===== src/rtl/apb_timer_pkg.sv =====
// Shared constants and types for the APB timer slave: register offsets, CTRL bit positions, APB FSM states.
// The optional prescaler is selected with the APB_TIMER_PRESCALER_EN macro.
package apb_timer_pkg;

   localparam logic [2:0] CTRL_OFS     = 3'd0;
   localparam logic [2:0] LOAD_OFS     = 3'd1;
   localparam logic [2:0] VALUE_OFS    = 3'd2;
   localparam logic [2:0] STATUS_OFS   = 3'd3;
   localparam logic [2:0] PRESCALE_OFS = 3'd4;

   localparam int CTRL_EN_BIT    = 0;
   localparam int CTRL_AR_BIT    = 1;
   localparam int CTRL_IRQEN_BIT = 2;

   typedef enum logic [1:0] {
      IDLE   = 2'd0,
      SETUP  = 2'd1,
      ACCESS = 2'd2
   } apb_state_e;

endpackage


===== src/rtl/apb_timer_counter.sv =====
// Prescaler, tick generation and 32-bit VALUE down-counter for the APB timer.
// The prescaler exists only when APB_TIMER_PRESCALER_EN is defined; otherwise it ticks every enabled cycle.
module apb_timer_counter
#(
`ifdef APB_TIMER_PRESCALER_EN
   parameter int          PRESCALE_W = 8,
`endif
   parameter logic [31:0] RESET_LOAD = 32'hFFFF_FFFF
) (
   input  logic                  i_clk,
   input  logic                  i_rstN,
   input  logic                  i_enable,
   input  logic                  i_autoReload,
   input  logic                  i_loadWr,
   input  logic                  i_ctrlWr,
   input  logic [31:0]           i_loadData,
   input  logic [31:0]           i_reloadValue,
`ifdef APB_TIMER_PRESCALER_EN
   input  logic                  i_enableRise,
   input  logic [PRESCALE_W-1:0] i_prescale,
`endif
   output logic [31:0]           o_value,
   output logic                  o_expire,
   output logic                  o_oneShotClear
);

   logic [31:0] r_value;
   logic        w_tick;
   logic        w_tickTaken;

`ifdef APB_TIMER_PRESCALER_EN
   logic [PRESCALE_W-1:0] r_psc;
   logic                  w_pscWrap;

   assign w_pscWrap = (r_psc == i_prescale);
   assign w_tick    = i_enable && w_pscWrap;

   always_ff @(posedge i_clk or negedge i_rstN) begin
      if (!i_rstN) begin
         r_psc <= '0;
      end else if (i_loadWr || i_enableRise) begin
         r_psc <= '0;
      end else if (i_enable) begin
         r_psc <= w_pscWrap ? '0 : r_psc + 1'b1;
      end
   end
`else
   assign w_tick = i_enable;
`endif

   // A simultaneous LOAD or CTRL write takes priority, so the tick is dropped entirely
   assign w_tickTaken    = w_tick && !i_loadWr && !i_ctrlWr;
   assign o_expire       = w_tickTaken && (r_value == 32'd0);
   assign o_oneShotClear = o_expire && !i_autoReload;

   always_ff @(posedge i_clk or negedge i_rstN) begin
      if (!i_rstN) begin
         r_value <= RESET_LOAD;
      end else if (i_loadWr) begin
         r_value <= i_loadData;
      end else if (w_tickTaken) begin
         if (r_value != 32'd0) begin
            r_value <= r_value - 32'd1;
         end else if (i_autoReload) begin
            r_value <= i_reloadValue;
         end
      end
   end

   assign o_value = r_value;

endmodule


===== src/rtl/apb_timer_slave.sv =====
// APB2 slave (no PREADY/PSLVERR) holding the timer register bank, read mux and interrupt.
// Define APB_TIMER_PRESCALER_EN to include the PRESCALE register and prescale counter.
module apb_timer_slave
   import apb_timer_pkg::*;
#(
   parameter int          PRESCALE_W = 8,
   parameter logic [31:0] RESET_LOAD = 32'hFFFF_FFFF
) (
   input  logic        Hclk,
   input  logic        Hresetn,
   input  logic        Psel,
   input  logic        Penable,
   input  logic        Pwrite,
   input  logic [31:0] Paddr,
   input  logic [31:0] Pwdata,
   output logic [31:0] Prdata,
   output logic        irq
);

   apb_state_e  r_state;
   apb_state_e  w_nextState;
   logic        w_writeEn;
   logic        w_readEn;
   logic [2:0]  w_addr;
   logic [2:0]  r_ctrl;
   logic [31:0] r_load;
   logic        r_expired;
   logic [31:0] w_value;
   logic [31:0] w_rdata;
   logic        w_expire;
   logic        w_oneShotClear;
   logic        w_ctrlWr;
   logic        w_loadWr;
   logic        w_statusWr;
   logic        w_unused;

   assign w_addr   = Paddr[4:2];
   assign w_unused = ^{Paddr[31:5], Paddr[1:0]};

   always_ff @(posedge Hclk or negedge Hresetn) begin
      if (!Hresetn) begin
         r_state <= IDLE;
      end else begin
         r_state <= w_nextState;
      end
   end

   // The FSM lags the bus by one cycle: r_state==SETUP is the bus ACCESS cycle, where writes commit
   always_comb begin
      w_nextState = r_state;
      w_writeEn   = 1'b0;
      w_readEn    = Psel && !Penable && !Pwrite;
      case (r_state)
         IDLE: begin
            if (Psel && !Penable) begin
               w_nextState = SETUP;
            end
         end
         SETUP: begin
            if (Psel && Penable) begin
               w_nextState = ACCESS;
               w_writeEn   = Pwrite;
            end else begin
               w_nextState = IDLE;
            end
         end
         ACCESS: begin
            if (Psel && !Penable) begin
               w_nextState = SETUP;
            end else begin
               w_nextState = IDLE;
            end
         end
         default: begin
            w_nextState = IDLE;
         end
      endcase
   end

   assign w_ctrlWr   = w_writeEn && (w_addr == CTRL_OFS);
   assign w_loadWr   = w_writeEn && (w_addr == LOAD_OFS);
   assign w_statusWr = w_writeEn && (w_addr == STATUS_OFS);

`ifdef APB_TIMER_PRESCALER_EN
   logic [PRESCALE_W-1:0] r_prescale;
   logic                  w_enableRise;

   assign w_enableRise = w_ctrlWr && Pwdata[CTRL_EN_BIT] && !r_ctrl[CTRL_EN_BIT];

   always_ff @(posedge Hclk or negedge Hresetn) begin
      if (!Hresetn) begin
         r_prescale <= '0;
      end else if (w_writeEn && (w_addr == PRESCALE_OFS)) begin
         r_prescale <= Pwdata[PRESCALE_W-1:0];
      end
   end
`else
   logic [PRESCALE_W-1:0] w_unusedPrescale;
   assign w_unusedPrescale = '0;
`endif

   apb_timer_counter #(
`ifdef APB_TIMER_PRESCALER_EN
      .PRESCALE_W     (PRESCALE_W),
`endif
      .RESET_LOAD     (RESET_LOAD)
   ) u_counter (
      .i_clk          (Hclk),
      .i_rstN         (Hresetn),
      .i_enable       (r_ctrl[CTRL_EN_BIT]),
      .i_autoReload   (r_ctrl[CTRL_AR_BIT]),
      .i_loadWr       (w_loadWr),
      .i_ctrlWr       (w_ctrlWr),
      .i_loadData     (Pwdata),
      .i_reloadValue  (r_load),
`ifdef APB_TIMER_PRESCALER_EN
      .i_enableRise   (w_enableRise),
      .i_prescale     (r_prescale),
`endif
      .o_value        (w_value),
      .o_expire       (w_expire),
      .o_oneShotClear (w_oneShotClear)
   );

   // Expiry set beats a same-cycle W1C; a CTRL write beats the one-shot enable clear
   always_ff @(posedge Hclk or negedge Hresetn) begin
      if (!Hresetn) begin
         r_ctrl    <= 3'b000;
         r_load    <= RESET_LOAD;
         r_expired <= 1'b0;
         irq       <= 1'b0;
      end else begin
         if (w_ctrlWr) begin
            r_ctrl <= Pwdata[2:0];
         end else if (w_oneShotClear) begin
            r_ctrl[CTRL_EN_BIT] <= 1'b0;
         end
         if (w_loadWr) begin
            r_load <= Pwdata;
         end
         if (w_expire) begin
            r_expired <= 1'b1;
         end else if (w_statusWr && Pwdata[0]) begin
            r_expired <= 1'b0;
         end
         irq <= r_expired && r_ctrl[CTRL_IRQEN_BIT];
      end
   end

   always_comb begin
      w_rdata = 32'd0;
      case (w_addr)
         CTRL_OFS:     w_rdata = {29'd0, r_ctrl};
         LOAD_OFS:     w_rdata = r_load;
         VALUE_OFS:    w_rdata = w_value;
         STATUS_OFS:   w_rdata = {31'd0, r_expired};
`ifdef APB_TIMER_PRESCALER_EN
         PRESCALE_OFS: w_rdata = 32'(r_prescale);
`endif
         default:      w_rdata = 32'd0;
      endcase
   end

   always_ff @(posedge Hclk or negedge Hresetn) begin
      if (!Hresetn) begin
         Prdata <= 32'd0;
      end else if (w_readEn) begin
         Prdata <= w_rdata;
      end
   end

endmodule


===== config.mk =====
export PLATFORM = sky130hd
export DESIGN_NAME = apb_timer_slave
export DESIGN_NICKNAME = d
export VERILOG_FILES = /design/src/rtl/apb_timer_pkg.sv /design/src/rtl/apb_timer_counter.sv /design/src/rtl/apb_timer_slave.sv
export SDC_FILE = /design/constraint.sdc
export NUM_CORES = 1
export LEC_CHECK = 0
export CORE_MARGIN = 1
export CORE_UTILIZATION = 35
export DETAILED_ROUTE_END_ITERATION = 12
export DONT_BUFFER_PORTS = 1
export GPL_TIMING_DRIVEN = 0
export PLACE_DENSITY = 0.61
export SYNTH_ARGS = -nofsm -noshare
export SYNTH_HDL_FRONTEND = slang
export SYNTH_SLANG_ARGS = --single-unit

===== constraint.sdc =====
create_clock -name Hclk -period 3.5 [get_ports Hclk]
set_clock_uncertainty 0.1 [all_clocks]
set_input_delay 0.35 -clock Hclk [delete_from_list [all_inputs] [get_ports Hclk]]
set_output_delay 0.35 -clock Hclk [all_outputs]
set_load 0.05 [all_outputs]

* Word level (Yosys, flattened, before mapping)
Index checks and enable logic that the tools add are counted.
Word-level totals: bits of input ports 69, memory bits (read-only) 0, RAM bits 0, register bits after elaboration 103, bits in latches 0, memories 0, output and inout port bits 33
Operators by class: reductions and logical operators 26, muxes and demuxes 15, equal/unequal tests 6, divide/modulo/power cells 0, $add $sub $neg 1, magnitude comparators 0, bitwise logic cells 0, shift operators 0, multipliers 0
Operator list (number):
- $mux W32 | 4
- $pmux W32 S4 | 1
- $logic_not A32 Y1 | 1
- $reduce_bool A32 Y1 | 1
- $sub A32 B1 Y32 const B | 1
- $logic_and A1 B1 Y1 | 12
- $mux W1 | 7
- $eq A3 B2 Y1 const B | 2
- $pmux W2 S3 | 1
- $reduce_bool A2 Y1 | 3
- $logic_not A1 Y1 | 5
- $mux W2 | 2
- $eq A3 B1 Y1 const B | 1
- $logic_not A3 Y1 | 1
- $reduce_bool A3 Y1 | 1
- $eq A2 B1 Y1 const B | 1
- $eq A2 B2 Y1 const B | 1
- $logic_not A2 Y1 | 1
- $ne A2 B2 Y1 const B | 1
- $reduce_and A2 Y1 | 1

* Depth between registers and ports, before layout
word-level depth 11, depth in mapped cells 10, gate-level depth less buffers 8

* Hierarchy
Synthesis repeated with hierarchy kept, for this count alone.
Second synthesis, totals: cells, all modules 549, area, all modules 5725.5 um^2
Modules (own cells, without submodules):
- apb_timer_slave | seq. area each 1816.7 um^2, times used 1, area an instance 2997.9 um^2, cells each 235
- apb_timer_counter | seq. area each 840.8 um^2, times used 1, area an instance 2727.6 um^2, cells each 314

* Worst setup path before layout
No wires, ideal clock.
kind flip-flop to flip-flop, from register u_counter.r_value[0] (netlist: u_counter.o_value[0]), to register u_counter.r_value[14] (netlist: u_counter.o_value[14]), data arrival time 2.651 ns, buffers on the path 2, library setup time 0.069 ns, path slack 0.680 ns, stages on the path, launching flop included 11, required time 3.331 ns, path through dfstp_2 -> inv_1 -> ha_1 -> or3b_1 -> buf_2 -> or4_1 -> buf_2 -> or4_1 -> and3_1 -> o31a_1 -> o21ai_2
On the way: cells in the longest elaborated chain, start to end 4, elaborated cells between the ends (all ways) 7
RTL lines:
- start: declaration | line apb_timer_counter.sv:27 | logic [31:0] r_value;
- start signal: assignment | line apb_timer_counter.sv:60 | r_value <= i_loadData;
- start signal: assignment | line apb_timer_counter.sv:63 | r_value <= r_value - 32'd1;
- start signal: assignment | line apb_timer_counter.sv:65 | r_value <= i_reloadValue;
- $sub A32 B1 Y32 or $reduce_bool A32 Y1 (tied branches) | line apb_timer_counter.sv:63, apb_timer_counter.sv:62
- $mux W32 | line apb_timer_counter.sv:62 | if (r_value != 32'd0) begin
- $mux W32 | line apb_timer_counter.sv:61 | end else if (w_tickTaken) begin
- $mux W32 | line apb_timer_counter.sv:59 | end else if (i_loadWr) begin
Several ways; a longest one is shown, not always the timed one. The select of a mux whose other input is x is not followed. A chain may end at the register's enable or synchronous reset.

* Final worst setup path
from register u_counter.r_value[0] (netlist: u_counter.o_value[0]), to register u_counter.r_value[26] (netlist: u_counter.o_value[26])
The elaborated chain is that of the path after synthesis.

==> metrics.cfg <==
[status]
outcome=finished, final reports clean

[synthesis]
netlist_instances=630
yosys_warnings=0
synth_cell_type_count=61
synth_area_um2=5520
avgSynthCellArea_um2=8.76
synthArstFlopShare_pct=100
ys_ff_latch=103
synth_nets=701
ys_seq_area_share_pct=48.2
synth_flop_cell=dfstp_2
synth_edf_count=0

[die]
die_w_um=128
core_area_um2=15300
dieArea_um2=16300
die_y_um=128
io_pins=102
start_util_pct=36.0
rows=45

[setup_path]
cp-start-kind=register
cp.arrival_ns=3.41
path_max_fanout=9
critPathKind=reg -> reg
worstSetupEndpointType=register
required_ns=3.70

[power_and_ir_drop]
leakagePower_nw=2.49
p_per_area_nw_per_um2=621
vdd_ir_drop_max_v=0.000250

[global_routing]
grt_pass1_vias=5229
grtUsageMet3_pct=5.07
antenna_found_initial=0
grt_pass1_wl_mm=29.3
use_met1_pct=31.9
grt_remaining_overflow=0
use_met2_pct=37.7
grt_max_degree=104
grt_util_all_layers_pct=24.1
busiest_layer=met2

[timing]
rsz0062_at_grt=false
maxSlewHeadroom_pct=18.7
final.setup.tns_ns=0
final_hold_viol_count=0
period_needed_ns=3.21
setup_viol=0
fmax_ghz=0.311
tightest_slew_ns=1.21
fin_crit_sh_pct=91.8
finalMaxSlewViolations=0

[clock_network]
root_buffer=clkbuf_16
cts_buffer_depth=2
htreeDepth=3
cts_buffers=9
cts_sinks=103
clkTransAtPathRegs_ns=0.07
clk_latency_ns=0.36
cts_tree=done
postCtsSetupRepairBufs=0

[cells_and_area]
final_util_pct=41.2
drive_gt1_share_pct=15.1
diodes=0
finalNetCount=729
syn2layout_area_growth_pct=14.2

[placed_design]
globalplace.congestion=0.937
portBuffers=0
hpwl_mm=12.8

[route]
ant_nets=0
num_vias=5153
viasPerCell=5.90
wirelength_mm=18.8
drt-initial-drc-count=574
routedWlPerCell_um=21.5
dr.pass1.iters=5
drc_errors=0

[job]
maxCapViolations=0

[min_path]
hold_path.class=in -> reg

[timing repair]
| action | 4_1_cts | 5_1_grt |
|---|---|---|
| endpoints found under the setup margin | 22 | 13 |
| hold buffers | 18 | 0 |
| resized for setup | 1 | 3 |
| hold endpoints to repair | 119 | 0 |
[Yosys cell counts, types with 8 or more instances]
cell type	instances	area [um^2]
a211oi_1	8	60.1
dfrtp_1	39	976
a31oi_1	17	106
o211ai_1	12	90.1
nand2_1	151	567
or3_1	10	62.6
clkbuf_1	36	135
nor3_1	18	90.1
o21ai_0	54	270
nor4_1	11	68.8
dfstp_2	64	1680
nand3_1	16	80.1
a21oi_1	21	105
nor2_1	31	116
a22oi_1	30	225
[path summary, 6_finish.rpt]
kind	from	end	slack, ns	depth (start not counted)
setup / recovery	u_counter.o_value[0]	u_counter.o_value[26]	0.29	9
hold / removal	Pwdata[8]	r_load[8]	0.004	2
setup reg to reg	u_counter.o_value[0]	u_counter.o_value[26]	0.29	9
hold reg to reg	r_state[0]	r_state[0]	0.34	1
max in group asynchronous	Hresetn	u_counter.o_value[3]	2.40	2
min in group asynchronous	Hresetn	Prdata[17]	0.48	2
[worst max-delay path: stages, from the launching register on]
cell and delay, ns:
dfstp_2 0.38, inv_1 0.11, ha_1 0.23, or3b_1 0.35, buf_2 0.17, nor3_1 0.97, a2bb2o_1 0.28, a21oi_1 0.06
or3_1 0.37, a21oi_1 0.14
[routing by layer]
layer,share of wire [%],vias to the layer above
met5,0,-
met4,3.6,0
met3,7.0,49
met2,45,242
met1,44,2519
li1,-,2343
[layout make-up]
| type | count | area (um^2) |
|---|---|---|
| clock inverter | 2 | 12.5 |
| sequential | 103 | 2660 |
| multi-input combinational | 474 | 2670 |
| inverter | 5 | 18.8 |
| tap | 211 | 264 |
| timing repair buffer | 18 | 198 |
| fill | 1555 | 9010 |
| clock buffer | 14 | 285 |
| buffer | 47 | 199 |
[state kept, by name, summed over array words and instances, names as in the netlist]
| signal | flops |
|---|---|
| Prdata | 32 |
| r_load | 32 |
| u_counter.o_value | 32 |
| r_ctrl | 3 |
| r_state | 2 |
| irq | 1 |
| r_expired | 1 |
[power by group]
group          switching, W  internal (W)
combinational      0.000634      0.000423
clock              0.000471      0.000565
sequential         0.000337       0.00148
[logic make-up after synthesis]
family | after synthesis | synth area share, %
adder cells (fa/ha/maj) | 2 | 0.454
flip-flops | 103 | 48.2
buffers and inverters | 53 | 4.01
multiplexers | 8 | 1.72
XOR/XNOR | 3 | 0.476
AO/OA/AOI/OAI | 178 | 21.0
AND/OR/NAND/NOR | 283 | 24.2
[stage by stage]
stage | setup WS (ns) | instance area [um^2] | cells | hold WS [ns] | total power (W)
after global placement | -0.165 | 5780 | 841 | -0.0425 | 0.00275
final | 0.288 | 6300 | 874 | 0.00401 | 0.00391
after CTS | 0.113 | 6280 | 875 | 0.000313 | 0.00386
after global routing | 0.174 | 6300 | 874 | 0.00860 | 0.00410
after detailed placement | -0.283 | 5780 | 841 | -0.0427 | 0.00278
after floorplan | 0.680 | 5520 | 630 | -0.0456 | 0.00249
[cell usage in the layout (no fill, tap or decap), types with 16 or more instances in the layout]
cell,instances
dlygate4sd3_1,17
clkbuf_1,37
dfrtp_1,39
a22oi_1,30
nor3_1,18
nand2_1,151
nand3_1,16
o21ai_0,54
a31oi_1,17
nor2_1,31
a21oi_1,21
dfstp_2,64
No activity file was read; power rests on OpenSTA's default activity.
==> RTL change 1 (same flow settings) <==
Encoding of `apb_state_e`: now one-hot (3 bits for 3 states).
--- a/src/rtl/apb_timer_pkg.sv
+++ b/src/rtl/apb_timer_pkg.sv
@@ -12,10 +12,10 @@
    localparam int CTRL_AR_BIT    = 1;
    localparam int CTRL_IRQEN_BIT = 2;
 
-   typedef enum logic [1:0] {
-      IDLE   = 2'd0,
-      SETUP  = 2'd1,
-      ACCESS = 2'd2
+   typedef enum logic [2:0] {
+      IDLE   = 3'b001,
+      SETUP  = 3'b010,
+      ACCESS = 3'b100
    } apb_state_e;
 
 endpackage
Behaviour: no difference found for any inputs over 4 cycles, from zero or initial values and one cycle with Hresetn low; so few cycles prove little.
==> RTL change 1 against the unedited design <==
  * Setup slack got worse by 0.18 ns
  * Synthesized cell count fell by 0.79%
  * Sequential cell count rose by 1
  * Via count fell by 0.45%
  * Wire length rose by 2.8%
  * Final area rose by 2.2%
  * Sequential share of layout area fell by 0.51 points
  * Area after synthesis rose by 0.16%
  * Count of clock-buffer cells in the layout fell by 5
  * Fmax fell by 5.4%
  * Highest routed layer unchanged
Power is not compared: it rests on default switching activity, and its combinational part moved more than twofold at a synthesized area within 25%.
==> RTL change 1: results (changes against the unedited design) <==
Flop2flop setup slack = 0.11 ns (-0.18 ns)
Vias in the first global route = 5132 (-1.9%)
DRT iter0 DRCs = 464 (-19%)
Final WL = 19.3 mm (+2.8%)
Status = finished, final reports clean
Final estimated routing congestion in global placement = 0.915 (-2.4%)
Buffers excl. clock = 73 (+12%)
Arrival time worst endpoint = 3.58 ns (+0.17 ns)
Nets = 734 (+0.69%)
DR pass1 iterations = 6 (+1)
Pre-CTS WS = -0.282 ns (+0.00161 ns)
Critical-path top delay cell = or4b_2
R2r startpoint = u_counter.o_value[1]
Multi-input gates = 468 (-1.3%)
Clock buffers and inverters, area share = 0.0495 (+0.00227)
Largest net degree at the start of global routing = 105 (+0.96%)
Area Growth Syn to Fin = 16.6%
HPWL after detailed placement = 13.4 mm (+4.3%)
Seq/total area = 0.417 (-0.00510)
Crit Path Max Fanout = 10 (+1)
Multi-input combinational area share = 0.413 (-0.0106)
Reg-to-Reg End = u_counter.o_value[6]
Most area-consuming cells after synthesis = dfstp_2 31%, dfrtp_1 18%, nand2_1 10%, o21ai_0 5.3%, a22oi_1 4.3%
Syn_nets = 696 (-0.71%)
HP Start = Pwdata[17]
Fill cell count = 1584 (+1.9%)
-- RTL change 1: changes by cell type in the layout (fill, tap and decap cells not counted), sizes merged, moves of 4 or more --
cell / before / now
o22ai: 1 / 6
o21ai: 56 / 60
nor4b: 5 / 1
dlygate4sd3: 17 / 27
a21oi: 21 / 12
nand3b: 5 / 1
nand3: 17 / 7
buf: 13 / 7
or2: 3 / 9
a31oi: 17 / 10
-- RTL change 1: cells by family after synthesis --
logic type / Yosys count / share of synthesized area
flip-flops: 104 / 0.486
XOR/XNOR: 7 / 0.0111
multiplexers: 8 / 0.0172
buffers and inverters: 53 / 0.0380
AO/OA/AOI/OAI: 177 / 0.212
adder cells (fa/ha/maj): 2 / 0.00453
AND/OR/NAND/NOR: 274 / 0.231
-- RTL change 1: routing by layer --
layer  vias to the layer above  share of wire  GRT usage
met5                         -              0          0
met4                         0          0.025     0.0920
li1                       2352              -          -
met1                      2556           0.44      0.331
met2                       190           0.47      0.400
met3                        32          0.059     0.0465
-- RTL change 1: how the worst max path moves through the flow --
stage                                     from               endpoint  slack, ns  depth (start not counted)
after floorplan           u_counter.o_value[0]  u_counter.o_value[22]       0.45                         10
after global placement    u_counter.o_value[0]   u_counter.o_value[6]      -0.29                         10
after detailed placement  u_counter.o_value[0]   u_counter.o_value[3]      -0.28                          9
after CTS                 u_counter.o_value[0]  u_counter.o_value[22]       0.02                         10
after global routing      u_counter.o_value[1]  u_counter.o_value[10]      0.007                         10
final                     u_counter.o_value[1]   u_counter.o_value[6]       0.11                         10
-- RTL change 1: timing repair --
action / 4_1_cts / 5_1_grt
pin swaps: 0 / 2
endpoints found under the hold margin: 130 / 0
hold buffers: 28 / 0
resized for setup: 8 / 13
endpoints found under the setup margin: 18 / 27
setup buffers: 0 / 0
==> RTL change 2 (config.mk and constraints unchanged) <==
Without the edit above. The option `APB_TIMER_PRESCALER_EN` is turned on by a define.
--- a/src/rtl/apb_timer_counter.sv
+++ b/src/rtl/apb_timer_counter.sv
@@ -1,5 +1,7 @@
 // Prescaler, tick generation and 32-bit VALUE down-counter for the APB timer.
 // The prescaler exists only when APB_TIMER_PRESCALER_EN is defined; otherwise it ticks every enabled cycle.
+`define APB_TIMER_PRESCALER_EN
+
 module apb_timer_counter
 #(
 `ifdef APB_TIMER_PRESCALER_EN
Behaviour: not the same (a bounded check fails within 4 cycles, from zero or initial values and one cycle with Hresetn low).
==> RTL change 2 against the unedited design <==
  * The run now ends with DRC left
  * Area after synthesis increased by 16%
  * Count of clock-buffer cells in the layout increased by 10
  * Critical path depth decreased by 1
  * Non-clock buffer count increased by 22
  * Sequential cell count increased by 16
  * Final area increased by 21%
  * Utilization increased by 1.5 points
  * Power increased by 12%
  * Setup slack got worse by 0.13 ns
  * Hold slack improved by 0.019 ns
  * Wire length increased by 5.5%
  * Die area increased by 16%
==> RTL change 2: results (changes against the unedited design) <==
Clock tree buffer depth = 2 (unchanged)
Wire length on met2 = 8.89 mm (+4.2%)
Highest layer used for signal routing = met4
Fill cell count = 1781 (+15%)
Clock slew at reported path FFs = 0.06 ns
DR pass1 iterations = 11 (+6)
Critical path's top delay family = simple AND/OR/NAND/NOR gates
GRT Total Usage = 0.220 (-0.0206)
Max incr delay on CP = 0.61 ns (-0.36 ns)
Leak Pwr = 3.07 nW (+23%)
Largest net degree at the start of global routing = 120 (+15%)
Inst Count DP = 942 (+12%)
Yosys warning count = 0 (unchanged)
HPWL after detailed placement = 14.0 mm (+9.2%)
FFs w/ async S/R, synth = 1.00 (unchanged)
Met3 routed WL = 1.61 mm (+22%)
Final estimated routing congestion in global placement = 0.935 (-0.27%)
Arrival time worst endpoint = 3.60 ns (+0.19 ns)
Avg Inst Size Synth = 8.97 um^2 (+2.4%)
Top cells by count, synth = 155 x nand2_1, 64 x dfstp_2, 61 x o21ai_0
Worst-Skew Late Latency = 0.43 ns (+0.07 ns)
Layout cell share with drive strength beyond 1 = 0.167 (+0.0158)
Final WL = 19.8 mm (+5.5%)
ANT cells = 0 (unchanged)
Seq/Total Area, Yosys = 0.478 (-0.00337)
M1 WL = 8.97 mm (+8.5%)
Syn_nets = 785 (+12%)
Vias in the first global route = 5535 (+5.9%)
Unique masters post-synth = 60 (-1.6%)
Global-route wire length before repair = 30.7 mm (+4.6%)
Root Buffer = clkbuf_16
# setup viols final = 0 (unchanged)
Status = complete, but fails checks
Nets = 839 (+15%)
Initial antenna violation count = 0 (unchanged)
Pre-CTS WS = -0.583 ns (-0.300 ns)
Placed Area = 6680 um^2 (+16%)
Failing checks = DRC
DRC violations left = 1 (+1)
Crit Path Max Fanout = 10 (+1)
DRT iter0 DRCs = 597 (+4.0%)
Measured slew at the worst slew-check pin = 1.19 ns (-0.0153 ns)
H-tree depth = 4 (+1)
CTS buffer count = 17 (+8)
Dominant synthesized flop cell = dfstp_2
Post-route insts no fill = 1009 (+15%)
Port Buf Inserts = 0 (unchanged)
Worst VDD drop = 0.000297 V (+19%)
Critical-path top delay cell = nor4_2
Most area-consuming cells after synthesis = dfstp_2 26%, dfrtp_1 22%, nand2_1 9.1%, o21ai_0 4.8%, a22oi_1 3.4%
Via density = 5.61 (-4.9%)
HP Class = input pin to register
## RTL change 2: cell types whose count changed after synthesis, sizes merged, moves of 5 or more
| cell | delta |
|---|---|
| dfrtp | +16 |
| xnor2 | +14 |
| a31oi | -11 |
| mux2 | +9 |
| nor2b | +9 |
| and3 | +8 |
| nor3 | +8 |
| o21ai | +8 |
| a211o | +6 |
| xor2 | +6 |
| a21oi | +5 |
| nand3b | -5 |
| or3 | -5 |
## RTL change 2: final timing paths
| check | slack (ns) | cells past startpoint | from | endpoint |
|---|---|---|---|---|
| max reg2reg | 0.15 | 8 | u_counter.o_value[24] | u_counter.o_value[7] |
| min reg2reg | 0.37 | 2 | r_load[22] | r_load[22] |
| min in group asynchronous | 0.43 | 2 | Hresetn | Prdata[20] |
| max in group asynchronous | 2.38 | 2 | Hresetn | r_prescale[6] |
| min | 0.02 | 2 | Pwdata[25] | u_counter.o_value[25] |
| max | 0.15 | 8 | u_counter.o_value[24] | u_counter.o_value[7] |
## RTL change 2: report_power, final
part | switching (mW) | internal (mW) | leakage [nW]
sequential | 0.288 | 1.65 | 1.41
combinational | 0.442 | 0.325 | 1.38
clock | 0.620 | 1.06 | 0.282
## RTL change 2: layout make-up
cell class	count	area [um^2]	area share
repair buffers	35	368	0.0482
well taps	229	287	0.0376
inverters	9	33.8	0.00443
clock buffers	24	502	0.0658
clock inverters	8	70.1	0.00919
multi-input cells	533	3080	0.404
flip-flops and latches	119	3060	0.401
plain buffers	52	228	0.0299
## RTL change 2: routing by layer
metal | track usage | up-vias
met5 | 0.00556 | -
met3 | 0.0596 | 32
li1 | - | 2655
met1 | 0.302 | 2733
met4 | 0.0806 | 0
met2 | 0.328 | 238
## RTL change 2: repair_timing
action,CTS,global route
endpoints found under the hold margin,182,0
setup endpoints to repair,13,19
setup buffers,0,0
gates cloned,0,0
hold buffers,35,0
resized for setup,1,7
## RTL change 2: cell families (layout without fill, tap and decap cells)
kind of cell,count (synthesis),in the layout,share of synthesized area
AOI/OAI and AO/OA,186,186,0.189
xor gates and xnor gates,23,23,0.0315
adders and majority gates,3,3,0.00587
buffers and inverters,61,128,0.0403
DFF,119,119,0.478
muxes,17,17,0.0288
and+or+nand+nor,304,304,0.226
